<file path="src/rtl/ram_sdp_clr_pkg.sv">
// Shared types and helpers for the clearable simple-dual-port RAM.
package ram_pkg;

  typedef enum logic {ST_CLEAR, ST_IDLE} state_t;

  localparam int BYTE_W     = 8;
  localparam int RD_LAT_MIN = 1;
  localparam int RD_LAT_MAX = 2;

  function automatic int be_count(input int data_w);
    return data_w / BYTE_W;
  endfunction

  function automatic bit rd_lat_legal(input int rd_lat);
    return (rd_lat >= RD_LAT_MIN) && (rd_lat <= RD_LAT_MAX);
  endfunction

  function automatic bit data_w_legal(input int data_w);
    return (data_w > 0) && ((data_w % BYTE_W) == 0);
  endfunction

endpackage

</file>
<file path="src/rtl/ram_sdp_clr_if.sv">
// Access bus of ram_sdp_clr: write port, read port and clear control.
interface ram_sdp_clr_if
  import ram_pkg::*;
#(
  parameter int DATA_W = 8,
  parameter int ADDR_W = 4
);
  localparam int BE_W = be_count(DATA_W);

  logic              clr_start;
  logic              busy;
  logic              wr_en;
  logic [ADDR_W-1:0] wr_addr;
  logic [DATA_W-1:0] wr_data;
  logic [BE_W-1:0]   wr_be;
  logic              rd_en;
  logic [ADDR_W-1:0] rd_addr;
  logic [DATA_W-1:0] rd_data;
  logic              rd_valid;
  logic              req_drop;

  modport master (
    output clr_start, wr_en, wr_addr, wr_data, wr_be, rd_en, rd_addr,
    input  busy, rd_data, rd_valid, req_drop
  );

  modport slave (
    input  clr_start, wr_en, wr_addr, wr_data, wr_be, rd_en, rd_addr,
    output busy, rd_data, rd_valid, req_drop
  );

endinterface

</file>
<file path="src/rtl/ram_sdp_clr_core.sv">
// Block-RAM storage: byte-enabled write port, registered read port, collision mux.
module ram_sdp_core
  import ram_pkg::*;
#(
  parameter int DATA_W   = 8,
  parameter int ADDR_W   = 4,
  parameter int WR_FIRST = 0
) (
  input  logic                      clk,
  input  logic                      rst,
  input  logic                      we,
  input  logic [ADDR_W-1:0]         waddr,
  input  logic [DATA_W-1:0]         wdata,
  input  logic [be_count(DATA_W)-1:0] wbe,
  input  logic                      re,
  input  logic [ADDR_W-1:0]         raddr,
  output logic [DATA_W-1:0]         rdata
);
  localparam int DEPTH = 2 ** ADDR_W;
  localparam int BE_W  = be_count(DATA_W);

  logic [DATA_W-1:0] mem [DEPTH];
  logic [DATA_W-1:0] rd_word;
  logic [DATA_W-1:0] rdata_reg;

  always_ff @(posedge clk) begin
    if (we) begin
      for (int b = 0; b < BE_W; b++) begin
        if (wbe[b]) mem[waddr][b*BYTE_W +: BYTE_W] <= wdata[b*BYTE_W +: BYTE_W];
      end
    end
  end

  generate
    if (WR_FIRST != 0) begin : g_wr_first
      // Forward only the bytes being written this cycle; others come from the array.
      logic [DATA_W-1:0] merged;
      for (genvar gi = 0; gi < BE_W; gi++) begin : g_byte
        assign merged[gi*BYTE_W +: BYTE_W] = (we && wbe[gi] && (waddr == raddr))
                                           ? wdata[gi*BYTE_W +: BYTE_W]
                                           : mem[raddr][gi*BYTE_W +: BYTE_W];
      end
      assign rd_word = merged;
    end else begin : g_rd_first
      assign rd_word = mem[raddr];
    end
  endgenerate

  always_ff @(posedge clk) begin
    if (rst)     rdata_reg <= '0;
    else if (re) rdata_reg <= rd_word;
  end

  assign rdata = rdata_reg;

endmodule

</file>
<file path="src/rtl/ram_sdp_clr.sv">
// Simple-dual-port RAM with a sweeping clear engine, busy arbitration and 1/2-cycle reads.
module ram_sdp_clr
  import ram_pkg::*;
#(
  parameter int              DATA_W   = 8,
  parameter int              ADDR_W   = 4,
  parameter int              RD_LAT   = 1,
  parameter int              WR_FIRST = 0,
  parameter logic [DATA_W-1:0] CLR_VAL = '0
) (
  input  logic          clk,
  input  logic          rst,
  ram_sdp_clr_if.slave  bus
);
  localparam int BE_W = be_count(DATA_W);

  if (!data_w_legal(DATA_W)) begin : g_bad_data_w
    $error("ram_sdp_clr: DATA_W must be a positive multiple of 8");
  end
  if (!rd_lat_legal(RD_LAT)) begin : g_bad_rd_lat
    $error("ram_sdp_clr: RD_LAT must be 1 or 2");
  end

  state_t            state_reg;
  logic [ADDR_W-1:0] clr_addr_reg;
  logic              busy_reg;
  logic              rd_v1_reg;
  logic              req_drop_reg;

  logic              wr_acc, rd_acc, clearing;
  logic              core_we;
  logic [ADDR_W-1:0] core_waddr;
  logic [DATA_W-1:0] core_wdata;
  logic [BE_W-1:0]   core_wbe;
  logic [DATA_W-1:0] core_rdata;

  always_ff @(posedge clk) begin
    if (rst) begin
      state_reg    <= ST_CLEAR;
      clr_addr_reg <= '0;
      busy_reg     <= 1'b1;
    end else begin
      case (state_reg)
        ST_CLEAR: begin
          clr_addr_reg <= clr_addr_reg + 1'b1;
          if (clr_addr_reg == '1) begin
            state_reg <= ST_IDLE;
            busy_reg  <= 1'b0;
          end
        end
        ST_IDLE: begin
          if (bus.clr_start) begin
            state_reg    <= ST_CLEAR;
            clr_addr_reg <= '0;
            busy_reg     <= 1'b1;
          end
        end
        default: begin
          state_reg <= ST_CLEAR;
          busy_reg  <= 1'b1;
        end
      endcase
    end
  end

  // The clear engine owns the write port whenever it is sweeping.
  assign clearing   = (state_reg == ST_CLEAR);
  assign wr_acc     = bus.wr_en & ~busy_reg & ~rst;
  assign rd_acc     = bus.rd_en & ~busy_reg & ~rst;
  assign core_we    = ~rst & (clearing | wr_acc);
  assign core_waddr = clearing ? clr_addr_reg : bus.wr_addr;
  assign core_wdata = clearing ? CLR_VAL : bus.wr_data;
  assign core_wbe   = clearing ? {BE_W{1'b1}} : bus.wr_be;

  ram_sdp_core #(
    .DATA_W   (DATA_W),
    .ADDR_W   (ADDR_W),
    .WR_FIRST (WR_FIRST)
  ) u_core (
    .clk   (clk),
    .rst   (rst),
    .we    (core_we),
    .waddr (core_waddr),
    .wdata (core_wdata),
    .wbe   (core_wbe),
    .re    (rd_acc),
    .raddr (bus.rd_addr),
    .rdata (core_rdata)
  );

  always_ff @(posedge clk) begin
    if (rst) begin
      rd_v1_reg    <= 1'b0;
      req_drop_reg <= 1'b0;
    end else begin
      rd_v1_reg    <= rd_acc;
      req_drop_reg <= busy_reg & (bus.wr_en | bus.rd_en);
    end
  end

  generate
    if (RD_LAT == 2) begin : g_lat2
      logic [DATA_W-1:0] rd_data_reg;
      logic              rd_valid_reg;
      always_ff @(posedge clk) begin
        if (rst) begin
          rd_data_reg  <= '0;
          rd_valid_reg <= 1'b0;
        end else begin
          rd_valid_reg <= rd_v1_reg;
          if (rd_v1_reg) rd_data_reg <= core_rdata;
        end
      end
      assign bus.rd_data  = rd_data_reg;
      assign bus.rd_valid = rd_valid_reg;
    end else begin : g_lat1
      assign bus.rd_data  = core_rdata;
      assign bus.rd_valid = rd_v1_reg;
    end
  endgenerate

  assign bus.busy     = busy_reg;
  assign bus.req_drop = req_drop_reg;

endmodule

</file>
<file path="src/flat_wrapper.sv">
// flat-port wrapper written by rule: the top's interface ports become plain ports
module ram_sdp_clr_flat import ram_pkg::*;
#(
  parameter int              DATA_W   = 8,
  parameter int              ADDR_W   = 4,
  parameter int              RD_LAT   = 1,
  parameter int              WR_FIRST = 0,
  parameter logic [DATA_W-1:0] CLR_VAL = '0
)
  (clk, rst, bus_clr_start, bus_wr_en, bus_wr_addr, bus_wr_data, bus_wr_be, bus_rd_en, bus_rd_addr, bus_busy, bus_rd_data, bus_rd_valid, bus_req_drop);
  ram_sdp_clr_if #(.DATA_W(DATA_W), .ADDR_W(ADDR_W)) bus_i ();
  input  logic clk;
  input  logic rst;
  input wire logic [$bits(bus_i.clr_start)-1:0] bus_clr_start;
  input wire logic [$bits(bus_i.wr_en)-1:0] bus_wr_en;
  input wire logic [$bits(bus_i.wr_addr)-1:0] bus_wr_addr;
  input wire logic [$bits(bus_i.wr_data)-1:0] bus_wr_data;
  input wire logic [$bits(bus_i.wr_be)-1:0] bus_wr_be;
  input wire logic [$bits(bus_i.rd_en)-1:0] bus_rd_en;
  input wire logic [$bits(bus_i.rd_addr)-1:0] bus_rd_addr;
  output wire logic [$bits(bus_i.busy)-1:0] bus_busy;
  output wire logic [$bits(bus_i.rd_data)-1:0] bus_rd_data;
  output wire logic [$bits(bus_i.rd_valid)-1:0] bus_rd_valid;
  output wire logic [$bits(bus_i.req_drop)-1:0] bus_req_drop;
  assign bus_i.clr_start = bus_clr_start;
  assign bus_i.wr_en = bus_wr_en;
  assign bus_i.wr_addr = bus_wr_addr;
  assign bus_i.wr_data = bus_wr_data;
  assign bus_i.wr_be = bus_wr_be;
  assign bus_i.rd_en = bus_rd_en;
  assign bus_i.rd_addr = bus_rd_addr;
  assign bus_busy = bus_i.busy;
  assign bus_rd_data = bus_i.rd_data;
  assign bus_rd_valid = bus_i.rd_valid;
  assign bus_req_drop = bus_i.req_drop;
  ram_sdp_clr #(.DATA_W(DATA_W), .ADDR_W(ADDR_W), .RD_LAT(RD_LAT), .WR_FIRST(WR_FIRST), .CLR_VAL(CLR_VAL)) u_core (.clk(clk), .rst(rst), .bus(bus_i));
endmodule
</file>
<file path="config.mk">
export PLATFORM = sky130hd
export DESIGN_NAME = ram_sdp_clr_flat
export DESIGN_NICKNAME = d
export VERILOG_FILES = /design/src/rtl/ram_sdp_clr_pkg.sv /design/src/rtl/ram_sdp_clr_if.sv /design/src/rtl/ram_sdp_clr_core.sv /design/src/rtl/ram_sdp_clr.sv /design/src/flat_wrapper.sv
export SDC_FILE = /design/constraint.sdc
export NUM_CORES = 1
export LEC_CHECK = 0
export CORE_UTILIZATION = 30
export DETAILED_ROUTE_END_ITERATION = 16
export PLACE_DENSITY = 0.49
export SETUP_SLACK_MARGIN = 0.2
export SYNTH_ARGS = -nofsm -noshare
export SYNTH_HDL_FRONTEND = slang
export SYNTH_SLANG_ARGS = --single-unit
</file>
<file path="constraint.sdc">
create_clock -name clk -period 1.9 [get_ports clk]
set_clock_uncertainty 0.15 [all_clocks]
set_input_delay 0.285 -clock clk [delete_from_list [all_inputs] [get_ports clk]]
set_output_delay 0.285 -clock clk [all_outputs]
set_load 0.03 [all_outputs]
</file>
; ---- After elaboration in Yosys (flattened, before gate mapping)
; Memory sizes are Yosys's and may differ from the RTL's. A register that Yosys moved wholly into a read port is not among the register bits.
; Cells that the tools add are included.
[totals]
rom_bits = 0
out_inout_bits = 11
n_memories = 1
ff_bits = 8
mem_bits_rw = 128
latch_bits = 0
wordCells = 36
[classes]
n_addsub = 1
n_eq_ne = 3
div = 0
shift = 0
n_mux = 14
n_lt_le_gt_ge = 0
reduce_logical = 1
mul = 0
n_bitwise = 11
[mem_list]
columns = name, depth, width, rd, rd_ports_with_merged_regs, wr, line_no
row1 = u_core.u_core.mem, 16, 8, 1, 1, 1, ram_sdp_clr_core.sv:22  ; logic [DATA_W-1:0] mem [DEPTH];
[ops]
columns = op, count
row1 = $mux 1, 8
row2 = $mux 4, 2
row3 = $mux 8, 1
row4 = $pmux 4 s2, 1
row5 = $and 1x1->1, 6
row6 = $add 4x1->4 const B, 1
row7 = $eq 4x4->1 const B, 1
row8 = $ne 2x2->1 const B, 2
row9 = $pmux 1 s2, 2
row10 = $not 1->1, 3
row11 = $or 1x1->1, 2
row12 = $reduce_and 2->1, 1

; ---- Depth between registers and ports, before layout
[logic_depth]
word_depth = 7
mapped_depth = 6
depth_no_buf = 4

; ---- Hierarchy
; A second synthesis with hierarchy kept.
[hier_totals]
hier_cells = 367
hier_area_um2 = 5799.3
[by_module_without_submodules]
columns = mod, seq_area_each_um2, area_each_um2, n_inst, cells_each
row1 = ram_sdp_core, 4003.8, 5347.6, 1, 318
row2 = ram_sdp_clr, 160.2, 451.7, 1, 49

; ---- Worst setup path before layout
; Ideal clock, no wire load.
[synth_timing]
kind = flip-flop to flip-flop
start = register u_core.state_reg
end = memory u_core.u_core.mem[1][0], enable pin
period_less_slack_ps = 2000
path_slack_ps = -100
arrival_ps = 1480
n_path_buf = 2
stages_incl_launch_ff = 7
path_cell_list = dfxtp_1 clkbuf_1 clkbuf_1 nand2_1 o32ai_1 nand2_1 nor2_1
[synth_between]
elab_chain_cells = 5
[synth_lines]
columns = item, line_no
row1 = start: declaration, ram_sdp_clr.sv:24  ; state_t state_reg;
row2 = start signal: assignment, ram_sdp_clr.sv:39  ; state_reg <= ST_CLEAR;
row3 = start signal: assignment, ram_sdp_clr.sv:47  ; state_reg <= ST_IDLE;
row4 = start signal: assignment, ram_sdp_clr.sv:53  ; state_reg <= ST_CLEAR;
row5 = $not 1->1, ram_sdp_clr.sv:67  ; assign clearing = (state_reg == ST_CLEAR);
row6 = $or 1x1->1, ram_sdp_clr.sv:70  ; assign core_we = ~rst & (clearing | wr_acc);
row7 = $and 1x1->1, ram_sdp_clr.sv:70
row8 = $mux 1, ram_sdp_clr_core.sv:27  ; if (we) begin
row9 = $mux 1 (not written as such), ram_sdp_clr_core.sv:29  ; if (wbe[b]) mem[waddr][b*BYTE_W +: BYTE_W] <= wdata[b*BYTE_W +: BYTE_W];
row10 = end: declaration, ram_sdp_clr_core.sv:22
; Parallel ways exist; a longest one is shown, timed or not.

; ---- Final worst setup path
[layout_timing]
start = register u_core.state_reg
end = memory u_core.u_core.mem[8][6], enable pin
; Same word-level chain as after synthesis.

==> results.ini <==
[clock_tree]
cts_made_buffers=17
cts_buffer_depth=2
root_buffer=clkbuf_16
cts.sinks=144
ctsHoldBuffers=0
cts_tree=yes
clkLatencyLatePin_ns=0.41
path_clk_slew_ns=0.06
htreeDepth=4

[global_routing]
grt_pass1_vias=3351
grt_max_degree=17
grt-ovfl-total=0
antenna_found_initial=0
grt_first_pass_wirelength_mm=20.0
grt_usage=0.142

[logic_synthesis]
netlist_area_sq_um=5750
synthCells=340
ys_warn_count=0
ys_ff_latch=144
synth_top_area_share=0.668
syn_nets=363
synthTopCellsByArea=edfxtp_1, mux4_2, dfxtp_1
synth_edf_count=128
synth_seq_area_share=0.724
synthArstFlopShare=0
synth_top_flop_cell=edfxtp_1
synth_most_common_cell=edfxtp_1
ys_top_cells_by_count=edfxtp_1, nor2_1, mux2i_1
synth_top_area_cell=edfxtp_1
synth.avg_cell_area_sq_um=16.9
synth_cell_types=34

[drt]
drt-wirelength-per-cell_um=19.5
drc=0
via_per_inst=4.78
first_pass_iters=4
ant_nets=0
vias=3203
drt_iter0_drc=181
routed_wl_mm=13.1

[floorplan]
ioPinCount=33
core_sq_um=18800
die_x_um=140
die_h_um=140
dieArea_sq_um=19700
initial_core_util=0.307
rows=50

[place]
post-dp-hpwl_mm=8.69
io_buffer_count=32
dp_slack_ns=-0.350
routabilityCongestion=0.759

[timing]
hold_viol=0
period_minus_slack_ns=1.72
fmax_mhz=581
finalMaxSlewViolations=0
setup_viol=0
relSlewSlack=0.555
whs_ns=0.338
rsz0062_at_grt=true
setup_ws_ns=0.180
fin_setup_tns_ns=0
worstMarginPinSlew_ns=0.668
period_share=0.905

[run]
maxCapViolCount=0

[critical_path]
criticalPathCategory=flip-flop to flip-flop
path_max_fanout=12
critical_path_required_ns=1.92
cp-start-kind=flip-flop
arrival_ns=1.74
crit_path_end_kind=flip-flop
rrSetupSlack_ns=0.18

[cells_and_area]
antenna_cells=0
final_core_util=0.419
fin_nets=446
final_layout_size_suffix_gt1_frac=0.349
areaGrowthSynthToFinish_pct=36.7
largest_reg_flops=128

[power_and_ir_drop]
p_leak_nw=2.63
p_per_area_nw_per_um2=911
peakVddDrop_mv=0.591

[worst_hold_path]
min_path_type=primary input to flip-flop

[status]
status=finished, final reports clean

==> cells in the final DEF, fill, tap and decap left out, types with 2 or more instances in the layout <==
cell,Yosys,final
edfxtp_1,128,128
nor2_1,44,27
buf_12,1,26
mux2i_1,22,22
buf_4,1,22
mux4_2,20,20
clkdlybuf4s50_1,0,19
clkbuf_16,0,17
nor2_4,0,16
mux2_2,12,12
dlygate4sd2_1,0,11
dfxtp_1,16,11
nand2_1,13,10
and2_1,9,8
a22oi_1,6,6
o22ai_1,6,6
a221o_1,6,6
nand2b_1,5,5
inv_1,4,4
a21oi_4,0,3
a21oi_1,7,3
clkinv_4,0,3
clkinvlp_4,0,3
inv_6,0,3
dfxtp_4,0,3
a31oi_4,0,2
nor3b_2,0,2
nor3_2,0,2
nand3b_1,2,2
nand3_1,2,2
nand2_8,0,2
a211o_1,2,2
o22a_1,2,2
bufinv_16,0,2
dfxtp_2,0,2
==> path summary, 6_finish.rpt <==
path	start	end	cells past startpoint
hold reg to reg	u_core.bus.busy	u_core.bus.busy	2
setup reg to reg	u_core.state_reg	u_core.u_core.mem[8][6]	6
hold / removal	bus_wr_en	u_core.bus.req_drop	3
setup / recovery	u_core.state_reg	u_core.u_core.mem[8][6]	6
==> per-layer routing <==
layer | GRT usage | share of wire
met1 | 0.169 | 0.43
met2 | 0.246 | 0.52
met3 | 0.0376 | 0.031
met4 | 0.0566 | 0.017
met5 | 0 | 0
==> logic make-up after synthesis <==
group / synth area share
multiplexers: 0.140
XOR/XNOR: 0.00305
buffers and inverters: 0.0220
AO/OA/AOI/OAI: 0.0442
flip-flops: 0.724
adder cells (fa/ha/maj): 0.00217
AND/OR/NAND/NOR: 0.0648
==> what timing repair did <==
action,CTS,global route
cloned,2,0
buffers inserted,2,3
gates resized for setup,20,12
setup endpoints to repair,129,146
pin swaps,13,3
==> worst max-delay path, cell delays in order (launching register included) <==
cell	delay, ns
dfxtp_4	0.37
buf_12	0.15
nor3b_2	0.15
buf_4	0.14
o21ai_4	0.31
nor2_4	0.06
buf_12	0.15
==> report_power, final <==
part           switching (W)  internal, W
logic               0.000200     0.000228
registers          0.0000220      0.00344
clock network        0.00132      0.00195
total                0.00154      0.00562
==> stage by stage <==
stage / instances / area, sq um / total power (W)
after floorplan: 340 / 6000 / 0.00376
after global placement: 631 / 7090 / 0.00394
after detailed placement: 631 / 7090 / 0.00395
after CTS: 667 / 7780 / 0.00724
after global routing: 670 / 7860 / 0.00739
final: 670 / 7860 / 0.00716
==> layout make-up <==
cell class,count,area [sq um]
Fill cell,1683,10900
Sequential cell,144,4180
Multi-Input combinational cell,174,1750
Timing Repair Buffer,82,1050
Clock buffer,18,429
Tap cell,234,293
Clock inverter,14,155
Inverter,4,15.0
(Power assumes the default switching activity.)
==> RTL change 1 (same settings) <==
`WR_FIRST` is set to 0 in 3 places; all go to 1.
--- a/src/rtl/ram_sdp_clr_core.sv
+++ b/src/rtl/ram_sdp_clr_core.sv
@@ -5,5 +5,5 @@
   parameter int DATA_W   = 8,
   parameter int ADDR_W   = 4,
-  parameter int WR_FIRST = 0
+  parameter int WR_FIRST = 1
 ) (
   input  logic                      clk,
--- a/src/rtl/ram_sdp_clr.sv
+++ b/src/rtl/ram_sdp_clr.sv
@@ -6,5 +6,5 @@
   parameter int              ADDR_W   = 4,
   parameter int              RD_LAT   = 1,
-  parameter int              WR_FIRST = 0,
+  parameter int              WR_FIRST = 1,
   parameter logic [DATA_W-1:0] CLR_VAL = '0
 ) (
--- a/src/flat_wrapper.sv
+++ b/src/flat_wrapper.sv
@@ -5,5 +5,5 @@
   parameter int              ADDR_W   = 4,
   parameter int              RD_LAT   = 1,
-  parameter int              WR_FIRST = 0,
+  parameter int              WR_FIRST = 1,
   parameter logic [DATA_W-1:0] CLR_VAL = '0
 )
Function: same outputs for any inputs over 10 cycles, from zero or initial values and one cycle with rst high; that may be too few to reach the edited logic, so the function may still have changed.
==> RTL change 1 against the unedited design <==
- sequential power about the same
- synthesized area increased by 3.5%
- final cell count increased by 8.5%
- count of clock-buffer cells in the layout increased by 1
- combinational power increased by 20%
- synthesized cell count increased by 3.2%
- fmax decreased by 6.7%
- critical path type unchanged
- cell area increased by 4.1%
- hold slack got worse by 12 ps
- first-iteration DRC count increased by 7.7%
- power increased by 4.3%
- worst setup slack got worse by 120 ps
- routed wire length increased by 17%
- sequential cell count unchanged
==> RTL change 1: results (changes against the unedited design) <==
Status: finished clean (unchanged)
Largest net degree at the start of global routing: 18 (was 17)
DP Cell Count: 687 (was 631)
Detailed-route via count: 3,480 (was 3,203)
Multiplexer share of the synthesized area: 0.135 (was 0.140)
Final nets: 471 (was 446)
Hold WC Path Type: reg -> reg (was in -> reg)
Pwr/cell area: 912 nW/um^2 (was 911 nW/um^2)
Wire length on met3: 599 um (was 407 um)
Share of cells above drive strength 1: 0.377 (was 0.349)
Peak supply drop: 0.551 mV (was 0.591 mV)
Setup WS pre-CTS: -511 ps (was -350 ps)
Post-Synth Adder-Cell Area: 0.00210 (was 0.00217)
CP max FO: 6 (was 12)
Yosys cell types: 37 (was 34)
Initial DRC count: 195 (was 181)
Met3 Usage GRT: 0.0355 (was 0.0376)
Final WS setup: 56.3 ps (was 180 ps)
Hold path startpoint: u_core.u_core.rdata[1] (was bus_wr_en)
Placed inst area: 7340 um^2 (was 7090 um^2)
Post-synth net total: 374 (was 363)
Compound-cell area share of the yosys netlist: 0.0469 (was 0.0441)
Hold depth: 2 (was 3)
First-pass DRT Iterations: 6 (was 4)
First-pass GRT wire length: 22,800 um (was 20,000 um)
Vias in the first global route: 3,597 (was 3,351)
Via density: 4.79 (was 4.78)
GPL Wtd Cong: 0.774 (was 0.759)
Met2 GRT Util: 0.258 (was 0.246)
Cells after Synth: 351 (was 340)
Met1 WL: 7120 um (was 5620 um)
Total Routing Usage GR: 0.162 (was 0.142)
Normalized max-slew margin: 0.572 (was 0.555)
Leakage: 2.71 nW (was 2.63 nW)
Synth Area in XOR/XNOR: 0.00883 (was 0.00304)
Seq/Total Area, Yosys: 0.699 (was 0.724)
Dominant cells by area after synthesis: edfxtp_1 (65%), mux4_2 (7.6%), dfxtp_1 (5.4%) (was edfxtp_1 (67%), mux4_2 (7.8%), dfxtp_1 (5.6%))
Post-synth top cells: edfxtp_1 (128), nand2_1 (28), nor2_1 (24) (was edfxtp_1 (128), nor2_1 (44), mux2i_1 (22))
## RTL change 1: changes by cell type after synthesis, moves of 7 or more
cell / change
o211ai_1: +7
nand4_1: +8
nand2_1: +15
nor2_1: -20
nand3_1: +9
mux2_2: -12
a22oi_1: +10
mux4_1: +12
mux2i_1: -18
## RTL change 1: final cells by class
class	instances	share of cell area
tap	265	0.0405
clock inverter	13	0.0228
inverter	4	0.00183
antenna	1	0.000306
multi-input combinational	182	0.236
clock buffer	19	0.0529
sequential	144	0.510
timing repair buffer	99	0.136
## RTL change 1: repair_timing
action                     4_1_cts  5_1_grt
setup endpoints to repair      147      137
cloned                           1        0
pin swaps                       11       11
resized for setup               38       10
buffers inserted                 5        1
## RTL change 1: report_power, final
group	internal (mW)	switching [mW]	total, mW
Sequential	3.45	0.0240	3.47
Clock	2.20	1.28	3.48
Combinational	0.259	0.255	0.514
Total	5.91	1.56	7.47
==> RTL change 2 (config.mk and constraints unchanged) <==
Without the edit above. Make the reset (`rst`) asynchronous in 4 clocked blocks.
--- a/src/rtl/ram_sdp_clr_core.sv
+++ b/src/rtl/ram_sdp_clr_core.sv
@@ -47,5 +47,5 @@
   endgenerate
 
-  always_ff @(posedge clk) begin
+  always_ff @(posedge clk or posedge rst) begin
     if (rst)     rdata_reg <= '0;
     else if (re) rdata_reg <= rd_word;
--- a/src/rtl/ram_sdp_clr.sv
+++ b/src/rtl/ram_sdp_clr.sv
@@ -35,5 +35,5 @@
   logic [DATA_W-1:0] core_rdata;
 
-  always_ff @(posedge clk) begin
+  always_ff @(posedge clk or posedge rst) begin
     if (rst) begin
       state_reg    <= ST_CLEAR;
@@ -89,5 +89,5 @@
   );
 
-  always_ff @(posedge clk) begin
+  always_ff @(posedge clk or posedge rst) begin
     if (rst) begin
       rd_v1_reg    <= 1'b0;
@@ -103,5 +103,5 @@
       logic [DATA_W-1:0] rd_data_reg;
       logic              rd_valid_reg;
-      always_ff @(posedge clk) begin
+      always_ff @(posedge clk or posedge rst) begin
         if (rst) begin
           rd_data_reg  <= '0;
Formal check against the unedited RTL: differs if rst is asserted again (counterexample within 4 cycles, from zero or initial values and one cycle with rst high); with rst held inactive, the same outputs for 10 cycles.
==> RTL change 2 against the unedited design <==
- sequential cell count is the same
- routed wire length down 1.4%
- cell area fell by 0.62%
- count of clock-buffer cells in the layout up 1
- sequential share of layout area rose by 1.2 points
- synthesized area grew 1.2%
- worst setup slack lost 24 ps
- core utilization down 0.54 points
- critical endpoint is now u_core.u_core.mem[4][2]
Power is not compared: it rests on default switching activity, and its combinational part moved more than twofold at a synthesized area within 25%.
==> RTL change 2: results (changes against the unedited design) <==
Worst Hold Slack: 114 ps (was 338 ps)
Compound-cell area share of the yosys netlist: 0.0342 (was 0.0441)
Final-layout clock buffer total: 19 (was 18)
Initial DRC count: 208 (was 181)
Met3 Usage GRT: 0.0371 (was 0.0376)
Storage cell area: 4250 um^2 (was 4180 um^2)
Fraction of area in multi-input gates: 0.218 (was 0.222)
WL/cell: 19.2 um (was 19.5 um)
Final-layout non-clock buffer area share: 0.120 (was 0.133)
Multiplexer share of the synthesized area: 0.159 (was 0.140)
Post-synth net total: 334 (was 363)
Total Routing Usage GR: 0.141 (was 0.142)
Met1 usage: 0.185 (was 0.169)
Final nets: 420 (was 446)
Share of cells above drive strength 1: 0.393 (was 0.349)
Seq cells: 144 (unchanged)
Met2 GRT Util: 0.224 (was 0.246)
CP max FO: 8 (was 12)
Seq/Total Area, Yosys: 0.729 (was 0.724)
DP Cell Count: 629 (was 631)
Period utilization: 0.918 (was 0.905)
Placed inst area: 6980 um^2 (was 7090 um^2)
Layout inverter count without the clock tree: 5 (was 4)
Avg Inst Size Synth: 18.7 um^2 (was 16.9 um^2)
Count of cells resized by post-cts repair: 69 (was 20)
Post-CTS setup buffers: 8 (was 2)
Dominant cells by area after synthesis: edfxtp_1 (66%), mux4_1 (7.7%), dfrtp_1 (6.4%) (was edfxtp_1 (67%), mux4_2 (7.8%), dfxtp_1 (5.6%))
Design Area, Final: 7810 um^2 (was 7860 um^2)
Wire length on met3: 663 um (was 407 um)
Largest net degree at the start of global routing: 22 (was 17)
Met2 routed WL: 6160 um (was 6810 um)
Yosys cell types: 39 (was 34)
Status: finished clean (unchanged)
GPL Wtd Cong: 0.718 (was 0.759)
[RTL change 2: cell count changes after synthesis, moves of 5 or more]
| cell | delta |
|---|---|
| mux4_1 | +17 |
| dfxtp_1 | -16 |
| dfrtp_1 | +15 |
| nor2_1 | -15 |
| mux4_2 | -9 |
| mux2i_1 | -7 |
| a22oi_1 | -5 |
| mux2_2 | -5 |
| o22ai_1 | -5 |
[RTL change 2: power breakdown]
| group | switching, mW | internal, mW | leakage, nW | total [mW] |
|---|---|---|---|---|
| combinational | 1.29 | 1.11 | 1.06 | 2.40 |
| sequential | 0.231 | 3.99 | 1.38 | 4.22 |
| clock | 1.33 | 1.89 | 0.275 | 3.22 |
[RTL change 2: critical path, cell delays in order, from the launching register on]
cell and delay (ps):
dfrtp_2 420, buf_4 150, nor3_2 190, o21ai_1 80, buf_4 180, nor2_4 130, buf_12 140
